$ cat src/rtl/register_file.sv
// 32-entry register file: one synchronous write port, two combinational
// read ports, x0 hardwired to zero, optional write-to-read bypass.
module register_file #(
    parameter int unsigned N      = 32,
    parameter bit          BYPASS = 1'b0
) (
    input  logic         clk,
    input  logic         rst_n,
    input  logic         wr_ena,
    input  logic [4:0]   wr_addr,
    input  logic [N-1:0] wr_data,
    input  logic [4:0]   rd_addr0,
    output logic [N-1:0] rd_data0,
    input  logic [4:0]   rd_addr1,
    output logic [N-1:0] rd_data1
);

    localparam int unsigned NREG = 32;
    localparam int unsigned AW   = 5;

    logic [NREG-1:0] w_we;
    logic [N-1:0]    r_x [NREG-1:1];
    logic [N-1:0]    w_rd0;
    logic [N-1:0]    w_rd1;
    logic            w_byp_live;

    // One-hot write enable; bit 0 never set so x0 cannot be written, and an
    // unknown address with the enable low decodes to all zeros.
    always_comb begin
        w_we = '0;
        for (int i = 1; i < int'(NREG); i++) begin
            if (wr_ena && (wr_addr == AW'(i))) begin
                w_we[i] = 1'b1;
            end
        end
    end

    // Register storage: asynchronous clear, single-register update per edge.
    always_ff @(posedge clk or negedge rst_n) begin
        if (!rst_n) begin
            for (int i = 1; i < int'(NREG); i++) begin
                r_x[i] <= '0;
            end
        end else begin
            for (int i = 1; i < int'(NREG); i++) begin
                if (w_we[i]) begin
                    r_x[i] <= wr_data;
                end
            end
        end
    end

    // Read port 0 mux; address 0 falls through to the zero default.
    always_comb begin
        w_rd0 = '0;
        for (int i = 1; i < int'(NREG); i++) begin
            if (rd_addr0 == AW'(i)) begin
                w_rd0 = r_x[i];
            end
        end
    end

    // Read port 1 mux; address 0 falls through to the zero default.
    always_comb begin
        w_rd1 = '0;
        for (int i = 1; i < int'(NREG); i++) begin
            if (rd_addr1 == AW'(i)) begin
                w_rd1 = r_x[i];
            end
        end
    end

    // A write only forwards when it will actually land: not to x0, not in reset.
    always_comb begin
        w_byp_live = BYPASS && wr_ena && rst_n && (wr_addr != '0);
    end

    // Final read selection with optional same-cycle forwarding of write data.
    always_comb begin
        rd_data0 = w_rd0;
        rd_data1 = w_rd1;
        if (w_byp_live && (rd_addr0 == wr_addr)) begin
            rd_data0 = wr_data;
        end
        if (w_byp_live && (rd_addr1 == wr_addr)) begin
            rd_data1 = wr_data;
        end
    end

endmodule

$ cat config.mk
export PLATFORM = sky130hd
export DESIGN_NAME = register_file
export DESIGN_NICKNAME = d
export VERILOG_FILES = /design/src/rtl/register_file.sv
export SDC_FILE = /design/constraint.sdc
export NUM_CORES = 2
export LEC_CHECK = 0
export ABC_AREA = 1
export CORE_MARGIN = 4
export CORE_UTILIZATION = 30
export CTS_BUF_LIST = sky130_fd_sc_hd__clkbuf_16
export DETAILED_ROUTE_END_ITERATION = 12
export SYNTH_ARGS = -nofsm -noshare
export SYNTH_HDL_FRONTEND = slang
export SYNTH_SLANG_ARGS = --single-unit
export TNS_END_PERCENT = 100
$ cat constraint.sdc
create_clock -name clk -period 9.25 [get_ports clk]
set_input_delay 2.3125 -clock clk [delete_from_list [all_inputs] [get_ports clk]]
set_output_delay 2.3125 -clock clk [all_outputs]
set_load 0.05 [all_outputs]
==> out/results.tsv <==
stage	metric	value	unit
timing	Worst Skew	0	ns
hold_path	Min-Delay Path Class	register to register	
place	DP HPWL	134000	um
clock_tree	Bufs on Longest Clock Path	3	
finish	biggest regs	r_x x992	
floorplanning	Die X	421	um
place	Post-Place Cells	9195	
yosys	Unique masters post-synth	23	
route	total number of vias	49700	
power_and_ir_drop	worst vdd rail ir drop	0.156	mV
yosys	post-synthesis cell area	51100	um^2
timing	Max Freq	0.113	GHz
yosys	register area share after synthesis	0.486	
worst_setup_path	CP Capture Type	output port	
yosys	area leader, netlist	dfrtp_1	
worst_setup_path	CP max FO	31	
route	wire per inst	21.5	um
timing	unrepaired setup endpoints after global routing	false	
route	post-route ant nets	0	
route	DRT iter0 DRCs	6694	
timing	final setup margin	0.403	ns
worst_setup_path	critical setup path kind	input pin to output port	
yosys	Post-Syn Instances	7143	
clock_tree	Root Buffer	clkbuf_16	
finish	synthesis-to-finish area growth	15.2	%
power_and_ir_drop	Switching Share	0.321	
global_routing	global-route wire length before repair	301000	um
floorplanning	core area	169000	um^2
yosys	Area contributors post-synth	dfrtp_1 (49%), nand2_1 (19%), o21ai_0 (10%), nand4_1 (6.3%), nor2_1 (5.1%)	
timing	Post-Route Setup TNS	0	ns
finish	Multi-input gate area	22700	um^2
worst_setup_path	Worst EP required	6.94	ns
power_and_ir_drop	internal power	0.00830	W
place	number of port buffers	113	
power_and_ir_drop	Leakage	26.3	nW
global_routing	largest net degree at the start of global routing	149	
finish	final cell count without fillers	9403	
clock_tree	Clk Latency, worst-skew pair	0.72	ns
finish	Largest register FFs	992	
yosys	Synth Register Bits	992	
clock_tree	hold buffers post-CTS	0	
power_and_ir_drop	clock share of power	0.355	
clock_tree	# H-tree levels	3	
clock_tree	clock-pin slew on the worst setup and hold paths	0.06	ns
timing	Max Slew Vio Count	0	
floorplanning	io pins	114	
finish	filler cell count in the final layout	17700	
yosys	synthesized net count	7193	
global_routing	GRT Util Overall	0.224	
worst_setup_path	crit start category	input pin	
route	Detailed Route WL	202000	um
finish	layout cells sized above 1	0.0805	
timing	Tcrit/Tclk final	0.956	
global_routing	gr ovfl total	0	
floorplanning	initial core utilization	0.302	
global_routing	number of global-route vias before repair	46300	
place	dpl ws	0.570	ns
timing	setup violators final	0	
power_and_ir_drop	Total Power	0.0122	W
yosys	Yosys warning count	0	
timing	final hold vios	0	
worst_setup_path	CP max stage cell	clkdlybuf4s50_1	
floorplanning	row cnt	151	
clock_tree	Post-CTS Setup Inserts	0	
worst_setup_path	Worst Path Arrival	6.53	ns
route	Vias/cell	5.28	
place	gpl congestion	0.925	
worst_setup_path	CP Cell Sequence	clkdlybuf4s50_1 -> nor2_4 -> buf_4 -> nand4_1 -> nand2_1 -> nor3_1 -> nand4_1 -> nand2_1 -> nand4_1 -> nor2_1 -> nand4_1 -> nand2_1 -> nand4_1 -> nor2_1 -> nand4_1 -> nor2_1 -> nand4_1 -> nor2_1 -> nand4_1 -> buf_12	
floorplanning	Die Span Y	421	um
timing	Tightest Pin Transition	1.33	ns
clock_tree	TritonCTS Buffers	107	
clock_tree	Clock Sinks	992	
global_routing	antenna violations before repair	15	
power_and_ir_drop	PwrDens	207	nW/um^2
floorplanning	die area	177000	um^2
finish	Layout Nets	7136	
route	Pre-antenna DRT Iters	8	
power_and_ir_drop	combinational power share	0.171	
timing	relative slew slack	0.116	
worst_setup_path	most numerous cell on the critical path	nand4_1	
timing	Final Critical Period	8.85	ns
yosys	syn_area_per_cell	7.16	um^2
route	DRC	0	
flow_run	Max Cap Viol	0	
outcome	status	finished, final reports clean	
finish	Top reg by flops	r_x	
power_and_ir_drop	Net Switching	0.00392	W
yosys	top cell type's share of synthesized area	0.486	
finish	FF/Latch Area	24800	um^2
clock_tree	CTS resizes	0	
clock_tree	CTS tree	done	
worst_setup_path	slowest stage delay, CP	0.75	ns
power_and_ir_drop	sequential power share	0.474	
-- metrics by stage --
stage / hold slack [ns] / utilization / area (um^2)
floorplan: 0.453 / - / 51100
global placement: 0.466 / 0.327 / 55400
detailed placement: 0.473 / 0.327 / 55400
CTS: 0.487 / 0.347 / 58900
global route: 0.495 / 0.347 / 58900
finish: 0.484 / 0.347 / 58900
-- cells in the mapped netlist --
master / count
buf_2: 35
clkbuf_1: 438
buf_4: 6
nand3_1: 90
nand2_2: 2
inv_2: 7
or2_0: 10
o21ai_0: 1046
buf_1: 12
nand4_1: 511
nor2_2: 6
inv_1: 491
nor3_2: 6
nor2_1: 697
or2_2: 68
nand2_1: 2602
clkinv_1: 7
nor3_1: 28
a21oi_1: 78
or2_1: 3
nor2_4: 2
o2111ai_1: 6
dfrtp_1: 992
-- final timing paths --
kind | startpoint | end | slack [ns] | depth (start not counted)
worst max-delay path | rd_addr0[3] | rd_data0[30] | 0.40 | 20
worst min-delay path | r_x[635] | r_x[635] | 0.48 | 2
worst max register to register | r_x[961] | r_x[961] | 8.46 | 2
worst min register to register | r_x[635] | r_x[635] | 0.48 | 2
max in group asynchronous | rst_n | r_x[738] | 5.70 | 3
min in group asynchronous | rst_n | r_x[90] | 1.59 | 1
-- routing by layer --
metal  track usage  wire (um)  vias up
met5             0          0        -
met4         0.105      10900        0
met3        0.0449      20100      472
met2         0.338      87400     2615
met1         0.308      83500    23800
li1              -          -    22800
-- placed cells by master, fill, tap and decap left out, types with 5 or more instances in the layout --
| master | netlist | routed |
|---|---|---|
| nand2_1 | 2602 | 2576 |
| o21ai_0 | 1046 | 1046 |
| dfrtp_1 | 992 | 992 |
| nor2_1 | 697 | 675 |
| inv_1 | 491 | 514 |
| nand4_1 | 511 | 511 |
| buf_4 | 6 | 224 |
| clkbuf_16 | 0 | 107 |
| nand3_1 | 90 | 85 |
| a21oi_1 | 78 | 78 |
| or2_2 | 68 | 68 |
| buf_12 | 0 | 52 |
| clkdlybuf4s50_1 | 0 | 48 |
| clkinv_1 | 7 | 30 |
| nand2_2 | 2 | 28 |
| nor2_2 | 6 | 26 |
| nor3_1 | 28 | 25 |
| clkinv_2 | 0 | 19 |
| bufinv_16 | 0 | 12 |
| or2_0 | 10 | 10 |
| diode_2 | 0 | 8 |
| clkinvlp_4 | 0 | 8 |
| inv_2 | 7 | 7 |
| o2111ai_1 | 6 | 6 |
| nor3_4 | 0 | 5 |
| nand3_2 | 0 | 5 |
-- worst max-delay path, delay by kind of cell --
kind | cells | cell delay (ns)
buf+inv | 3 | 1.28
simple gates | 17 | 2.91
-- layout make-up --
class                           count  area share
Antenna cell                        8    0.000340
Clock buffer                      107      0.0455
Clock inverter                     93      0.0134
Inverter                          505      0.0322
Multi-Input combinational cell   5155       0.385
Sequential cell                   992       0.422
Tap cell                         2218      0.0471
Timing Repair Buffer              325      0.0546
-- kinds of logic (layout without fill, tap and decap cells) --
family | Yosys count | in the layout | share of synthesized area
AOI/OAI and AO/OA | 1130 | 1130 | 0.111
buffers and inverters | 996 | 1030 | 0.0744
other | 0 | 8 | 0
and+or+nand+nor | 4025 | 4025 | 0.329
DFF | 992 | 992 | 0.486
-- power groups by stage --
stage	sequential (W)	clock [W]	combinational [W]
6_report	0.00579	0.00434	0.00209
2_1_floorplan	0.00566	0	0.00128
4_1_cts	0.00576	0.00439	0.00208
5_1_grt	0.00588	0.00458	0.00234
3_3_place_gp	0.00581	0	0.00202
3_5_place_dp	0.00583	0	0.00208
Power figures use the tool's default switching activity.
